### src/rtl/pc_unit_if.sv
// Fetch-side bundle for the program-counter unit: control inputs from the
// pipeline/debug logic and the registered fetch PC toward instruction memory.
interface pc_unit_if #(
  parameter int unsigned XLEN = 64
);
  logic            stall;
  logic            redirect;
  logic [XLEN-1:0] redirect_target;
  logic            trap;
  logic [XLEN-1:0] trap_vec;
  logic            halt_req;
  logic            resume;
  logic [XLEN-1:0] pc_out;
  logic [XLEN-1:0] pc_plus;
  logic            pc_valid;
  logic            halted;
  logic            misalign_err;
  logic [XLEN-1:0] bad_addr;

  // Pipeline/debug side: drives control, observes the fetch PC.
  modport master (
    output stall, redirect, redirect_target, trap, trap_vec, halt_req, resume,
    input  pc_out, pc_plus, pc_valid, halted, misalign_err, bad_addr
  );

  // PC unit side.
  modport slave (
    input  stall, redirect, redirect_target, trap, trap_vec, halt_req, resume,
    output pc_out, pc_plus, pc_valid, halted, misalign_err, bad_addr
  );
endinterface

### src/rtl/pc_unit.sv
// Program-counter unit for the fetch stage: boot/run/halt FSM, next-PC
// selection (trap > misaligned redirect > redirect > halt > stall > increment),
// redirect alignment checking and a fetch-valid qualifier.
module pc_unit #(
  parameter int unsigned     XLEN       = 64,
  parameter logic [XLEN-1:0] RESET_VEC  = '0,
  parameter int unsigned     INSN_BYTES = 4
) (
  input  logic     clk,
  input  logic     rst,
  pc_unit_if.slave pc_if
);

  typedef enum logic [1:0] {
    ST_BOOT   = 2'd0,
    ST_RUN    = 2'd1,
    ST_HALTED = 2'd2
  } state_e;

  // Low bits that must be zero in a redirect target (INSN_BYTES is 2 or 4).
  localparam logic [XLEN-1:0] ALIGN_MASK = XLEN'(INSN_BYTES - 1);
  localparam logic [XLEN-1:0] STEP       = XLEN'(INSN_BYTES);
  // Trap vectors are always word aligned; the two low bits are dropped.
  localparam logic [XLEN-1:0] TVEC_MASK  = ~XLEN'(3);

  state_e          state_q;
  logic [XLEN-1:0] pc_q;
  logic            pc_valid_q;
  logic            halted_q;
  logic            misalign_err_q;
  logic [XLEN-1:0] bad_addr_q;

  logic [XLEN-1:0] trap_target;
  logic            bad_redirect;
  logic            take_jump;
  logic [XLEN-1:0] jump_pc_d;

  // Decode the redirect/trap request into "jump somewhere" plus its target.
  always_comb begin
    // NOTE: every always_comb output gets a default first, so no path can leave it unassigned and infer a latch.
    jump_pc_d    = pc_q;
    take_jump    = 1'b0;
    trap_target  = pc_if.trap_vec & TVEC_MASK;
    bad_redirect = pc_if.redirect && ((pc_if.redirect_target & ALIGN_MASK) != '0);
    if (pc_if.trap) begin
      take_jump = 1'b1;
      jump_pc_d = trap_target;
    end else if (bad_redirect) begin
      take_jump = 1'b1;
      jump_pc_d = trap_target;
    end else if (pc_if.redirect) begin
      take_jump = 1'b1;
      jump_pc_d = pc_if.redirect_target;
    end
  end

  // FSM, PC register and registered status outputs.
  always_ff @(posedge clk) begin
    // NOTE: sequential state uses non-blocking assignments so every register samples pre-edge values.
    if (rst) begin
      state_q        <= ST_BOOT;
      pc_q           <= RESET_VEC;
      pc_valid_q     <= 1'b0;
      halted_q       <= 1'b0;
      misalign_err_q <= 1'b0;
      bad_addr_q     <= '0;
    end else begin
      misalign_err_q <= 1'b0;
      unique case (state_q)
        ST_BOOT: begin
          state_q    <= ST_RUN;
          pc_valid_q <= 1'b1;
          halted_q   <= 1'b0;
        end
        ST_RUN: begin
          if (take_jump) begin
            pc_q <= jump_pc_d;
          end else if (!pc_if.halt_req && !pc_if.stall) begin
            pc_q <= pc_q + STEP;
          end
          if (!pc_if.trap && bad_redirect) begin
            misalign_err_q <= 1'b1;
            bad_addr_q     <= pc_if.redirect_target;
          end
          if (pc_if.halt_req && !pc_if.trap) begin
            state_q    <= ST_HALTED;
            pc_valid_q <= 1'b0;
            halted_q   <= 1'b1;
          end
        end
        ST_HALTED: begin
          if (take_jump) begin
            pc_q <= jump_pc_d;
          end
          if (!pc_if.trap && bad_redirect) begin
            misalign_err_q <= 1'b1;
            bad_addr_q     <= pc_if.redirect_target;
          end
          // Resume restarts fetch at the held PC; no increment on this edge.
          if (pc_if.trap || pc_if.resume) begin
            state_q    <= ST_RUN;
            pc_valid_q <= 1'b1;
            halted_q   <= 1'b0;
          end
        end
        default: begin
          state_q    <= ST_BOOT;
          pc_valid_q <= 1'b0;
          halted_q   <= 1'b0;
        end
      endcase
    end
  end

  assign pc_if.pc_out       = pc_q;
  assign pc_if.pc_plus      = pc_q + STEP;
  assign pc_if.pc_valid     = pc_valid_q;
  assign pc_if.halted       = halted_q;
  assign pc_if.misalign_err = misalign_err_q;
  assign pc_if.bad_addr     = bad_addr_q;

endmodule

### src/flat_wrapper.sv
// flat-port wrapper written by rule: the top's interface ports become plain ports
module pc_unit_flat 
#(
  parameter int unsigned     XLEN       = 64,
  parameter logic [XLEN-1:0] RESET_VEC  = '0,
  parameter int unsigned     INSN_BYTES = 4
)
  (clk, rst, pc_if_stall, pc_if_redirect, pc_if_redirect_target, pc_if_trap, pc_if_trap_vec, pc_if_halt_req, pc_if_resume, pc_if_pc_out, pc_if_pc_plus, pc_if_pc_valid, pc_if_halted, pc_if_misalign_err, pc_if_bad_addr);
  pc_unit_if #(.XLEN(XLEN)) pc_if_i ();
  input  logic clk;
  input  logic rst;
  input wire logic [$bits(pc_if_i.stall)-1:0] pc_if_stall;
  input wire logic [$bits(pc_if_i.redirect)-1:0] pc_if_redirect;
  input wire logic [$bits(pc_if_i.redirect_target)-1:0] pc_if_redirect_target;
  input wire logic [$bits(pc_if_i.trap)-1:0] pc_if_trap;
  input wire logic [$bits(pc_if_i.trap_vec)-1:0] pc_if_trap_vec;
  input wire logic [$bits(pc_if_i.halt_req)-1:0] pc_if_halt_req;
  input wire logic [$bits(pc_if_i.resume)-1:0] pc_if_resume;
  output wire logic [$bits(pc_if_i.pc_out)-1:0] pc_if_pc_out;
  output wire logic [$bits(pc_if_i.pc_plus)-1:0] pc_if_pc_plus;
  output wire logic [$bits(pc_if_i.pc_valid)-1:0] pc_if_pc_valid;
  output wire logic [$bits(pc_if_i.halted)-1:0] pc_if_halted;
  output wire logic [$bits(pc_if_i.misalign_err)-1:0] pc_if_misalign_err;
  output wire logic [$bits(pc_if_i.bad_addr)-1:0] pc_if_bad_addr;
  assign pc_if_i.stall = pc_if_stall;
  assign pc_if_i.redirect = pc_if_redirect;
  assign pc_if_i.redirect_target = pc_if_redirect_target;
  assign pc_if_i.trap = pc_if_trap;
  assign pc_if_i.trap_vec = pc_if_trap_vec;
  assign pc_if_i.halt_req = pc_if_halt_req;
  assign pc_if_i.resume = pc_if_resume;
  assign pc_if_pc_out = pc_if_i.pc_out;
  assign pc_if_pc_plus = pc_if_i.pc_plus;
  assign pc_if_pc_valid = pc_if_i.pc_valid;
  assign pc_if_halted = pc_if_i.halted;
  assign pc_if_misalign_err = pc_if_i.misalign_err;
  assign pc_if_bad_addr = pc_if_i.bad_addr;
  pc_unit #(.XLEN(XLEN), .RESET_VEC(RESET_VEC), .INSN_BYTES(INSN_BYTES)) u_core (.clk(clk), .rst(rst), .pc_if(pc_if_i));
endmodule
### config.mk
export PLATFORM = sky130hd
export DESIGN_NAME = pc_unit_flat
export DESIGN_NICKNAME = d
export VERILOG_FILES = /design/src/rtl/pc_unit_if.sv /design/src/rtl/pc_unit.sv /design/src/flat_wrapper.sv
export SDC_FILE = /design/constraint.sdc
export NUM_CORES = 1
export LEC_CHECK = 0
export ABC_AREA = 1
export CAP_MARGIN = 25
export CELL_PAD_IN_SITES_DETAIL_PLACEMENT = 0
export CELL_PAD_IN_SITES_GLOBAL_PLACEMENT = 1
export CORE_AREA = 4 4 176 178
export DETAILED_ROUTE_END_ITERATION = 10
export DIE_AREA = 0 0 180 182
export PLACE_DENSITY_LB_ADDON = 0.1
export RECOVER_POWER = 50
export SYNTH_ARGS = -nofsm -noshare
export SYNTH_HDL_FRONTEND = slang
export SYNTH_SLANG_ARGS = --single-unit
### constraint.sdc
create_clock -name clk -period 2.43 [get_ports clk]
set_input_delay 0.3645 -clock clk [delete_from_list [all_inputs] [get_ports clk]]
set_output_delay 0.3645 -clock clk [all_outputs]
set_load 0.01 [all_outputs]
==> impl_metrics.tcl <==
set metrics [dict create \
    worstSkewPairLatency_ps 430 \
    detailedRoute.firstPassIterationCount 5 \
    status "finished with violations" \
    mappedNetlistArea_sq_um 8710 \
    cellInternalPower_uw 7490 \
    max_cap_check_violation_count 0 \
    skew_ps 11.5 \
    slew_headroom_pct 46.5 \
    synth.yosys.warnings 0 \
    first_pass_grt_wire_length_microns 62900 \
    seq_power_share_pct 25.5 \
    period_needed_ps 2470 \
    fp-row-count 63 \
    via_count 11100 \
    final_max_slew_viol_count 0 \
    power.static_leakage_uw 0.00658 \
    timing.critical_path.required_ps 2070 \
    timing.critical_path.from "u_core.pc_if.pc_out[2]" \
    pin_count_of_the_biggest_net_entering_global_routing 73 \
    finalPower_uw 13300 \
    synth_largest_type_area_fraction_pct 30.3 \
    final_antenna_net_count 0 \
    drt_iter0_markers 498 \
    final.period_utilization_pct 102 \
    synthToLayoutAreaGrowth_pct 69.8 \
    comb_power_share_pct 54.5 \
    netlist-cell-type-count 34 \
    multi_input_area_sq_um 6060 \
    crit_type "reg -> out" \
    register_area_sq_um 2720 \
    io_buffers 327 \
    drt-vias-per-instance 4.77 \
    cts_bufs_inserted 17 \
    timing.critical_path.fanout_max 4 \
    cts_root_buf "sky130_fd_sc_hd__clkbuf_16" \
    setup_ws_ps -40.6 \
    floorplan.die.width_microns 180 \
    syn_inst 1492 \
    cts_buffer_depth 2 \
    antenna_found_initial 0 \
    powerDensity_nw_per_um2 900 \
    grtUsageTotal_pct 23.9 \
    clock_tree.htree_level_count 4 \
    die_height_microns 182 \
    ffs_latches_synth 132 \
    drc 0 \
    setup_violations 4 \
    r2r_start "u_core.state_q[0]" \
    count_of_non_filler_cells_in_the_finished_layout 2331 \
    placed_cells 2265 \
    mappedNetlistNets 1632 \
    core_region_area_sq_um 29400 \
    synth.avg_cell_area_sq_um 5.84 \
    achievable-frequency_ghz 0.405 \
    failing_checks "negative setup slack" \
    sw_frac_of_total_pct 43.7 \
    synth.area.top_cells "sky130_fd_sc_hd__dfxtp_1, sky130_fd_sc_hd__nand2_1, sky130_fd_sc_hd__nor2_1" \
    grt_setup_unrepaired "true" \
    fillers 3083 \
    synth_largest_area_cell "sky130_fd_sc_hd__dfxtp_1" \
    avgRoutedWirePerCell_microns 17.5 \
    layout.nets 2068 \
    worstPathArrival_ps 2110 \
    clock_network_fraction_of_total_power_pct 20.0 \
    drt_wl_total_microns 40800 \
    total_switching_power_uw 5820 \
    gp_congestion 0.878 \
    initial_utilization_pct 29.6 \
    place.detailed.hpwl_microns 30500 \
    worst_setup_path_start_kind "register" \
    fp.dieArea_sq_um 32800 \
    cts.reportedPaths.clkPinSlew_ps 70 \
    hold_class "in -> reg" \
    critPathCaptureType "output port" \
    drive_above_1_share_pct 25.3 \
    worst_hold_startpoint "pc_if_redirect" \
    synth.yosys.seq_area_share_pct 30.3 \
    cts_tree "built" \
    report.final.hold_viol_count 0 \
    tritoncts_num_sinks 132 \
    grt_pass1_vias 10900 \
    pin_count 330 \
    vdd_ir_drop_max_mv 0.875 \
    grt-ovfl-total 0 \
    worst-slew-pin-transition_ps 798 \
    n_antenna_cell 0 \
    dp_worst_setup_slack_ps -151 \
]
[state kept, by name, summed over array words and instances (netlist names)]
name	count
u_core.pc_if.misalign_err	1
u_core.pc_if.halted	1
u_core.pc_if.pc_out	64
u_core.state_q	2
u_core.pc_if.bad_addr	64
[cell usage after synthesis, drive strengths merged]
master / count
a211oi: 1
a21oi: 119
a31oi: 3
and2: 15
buf: 26
clkbuf: 54
clkinv: 1
dfxtp: 132
ha: 5
inv: 94
nand2: 478
nand3: 42
nand4: 12
nor2: 265
nor3: 5
o211ai: 7
o21ai: 199
o31ai: 3
xnor2: 2
xor2: 29
[critical path, cell delays in order (launching register included)]
cell and delay [ps]:
sky130_fd_sc_hd__dfxtp_2 360, sky130_fd_sc_hd__buf_6 120, sky130_fd_sc_hd__inv_4 40, sky130_fd_sc_hd__nor2_4 200
sky130_fd_sc_hd__nand3_4 150, sky130_fd_sc_hd__nor2_4 140, sky130_fd_sc_hd__nand2_4 110, sky130_fd_sc_hd__buf_6 150
sky130_fd_sc_hd__inv_4 50, sky130_fd_sc_hd__nand2_2 40, sky130_fd_sc_hd__nand2_2 80, sky130_fd_sc_hd__and2_4 130
sky130_fd_sc_hd__buf_6 90
[metal layers]
metal,GRT usage (%),wire (microns)
met1,32.2,18600
met2,38.2,18600
met3,5.61,2650
met4,7.22,888
met5,0,0
[power by group through the flow]
stage	clock (uW)	combinational [uW]	sequential, uW
2_1_floorplan	0	3030	3600
4_1_cts	2700	7230	3350
3_5_place_dp	0	7290	3310
6_report	2660	7250	3400
5_1_grt	2800	8010	3490
3_3_place_gp	0	7290	3310
[path summary, 6_finish.rpt]
kind                                                  end  cells after the start  slack (ps)
worst max-delay path                    pc_if_pc_plus[51]                     12         -40
worst min register to register     u_core.pc_if.pc_out[0]                      2         460
worst min-delay path               u_core.pc_if.pc_out[0]                      4         460
worst max register to register  u_core.pc_if.bad_addr[48]                      8         360
[what timing repair did]
action | in CTS | in global routing
hold buffers | 0 | 0
endpoints found under the setup margin | 58 | 54
buffers inserted | 23 | 17
resized for setup | 302 | 187
pin swaps | 38 | 61
[kinds of logic after synthesis]
group | synth area share [%]
AOI/OAI and AO/OA | 19.5
xor gates and xnor gates | 3.20
adders and majority gates | 0.718
buffers and inverters | 7.93
DFF | 30.3
and+or+nand+nor | 38.3
[stage by stage]
step	instance area [sq um]	TNS, ps	util (%)	hold slack (ps)
3_3_place_gp	13300	-1030	45.1	447
2_1_floorplan	8710	0	-	434
6_report	14800	-122	50.3	461
4_1_cts	14300	-599	48.6	449
3_5_place_dp	13300	-855	45.1	458
5_1_grt	14800	-5570	50.3	489
[placed cells by master (no fill, tap or decap), types with 33 or more instances in the layout]
cell type,synthesis,layout
sky130_fd_sc_hd__dlygate4sd3_1,0,125
sky130_fd_sc_hd__nand3_1,40,34
sky130_fd_sc_hd__nand2_2,10,58
sky130_fd_sc_hd__inv_1,87,82
sky130_fd_sc_hd__buf_6,0,33
sky130_fd_sc_hd__o21ai_0,186,177
sky130_fd_sc_hd__dfxtp_1,132,87
sky130_fd_sc_hd__buf_4,4,145
sky130_fd_sc_hd__dfxtp_2,0,37
sky130_fd_sc_hd__nor2_2,9,45
sky130_fd_sc_hd__nand2_1,467,410
sky130_fd_sc_hd__clkdlybuf4s50_1,0,142
sky130_fd_sc_hd__nor2_1,249,190
sky130_fd_sc_hd__a21oi_1,119,119
[final cells by class]
| cell class | count | share of cell area, % |
|---|---|---|
| Clock inverter | 13 | 0.837 |
| Sequential cell | 132 | 18.4 |
| Clock buffer | 19 | 2.99 |
| Multi-Input combinational cell | 1185 | 41.0 |
| Timing Repair Buffer | 497 | 31.0 |
| Tap cell | 390 | 3.30 |
| Inverter | 95 | 2.49 |
Note: power is estimated with default switching activity, not from simulation.
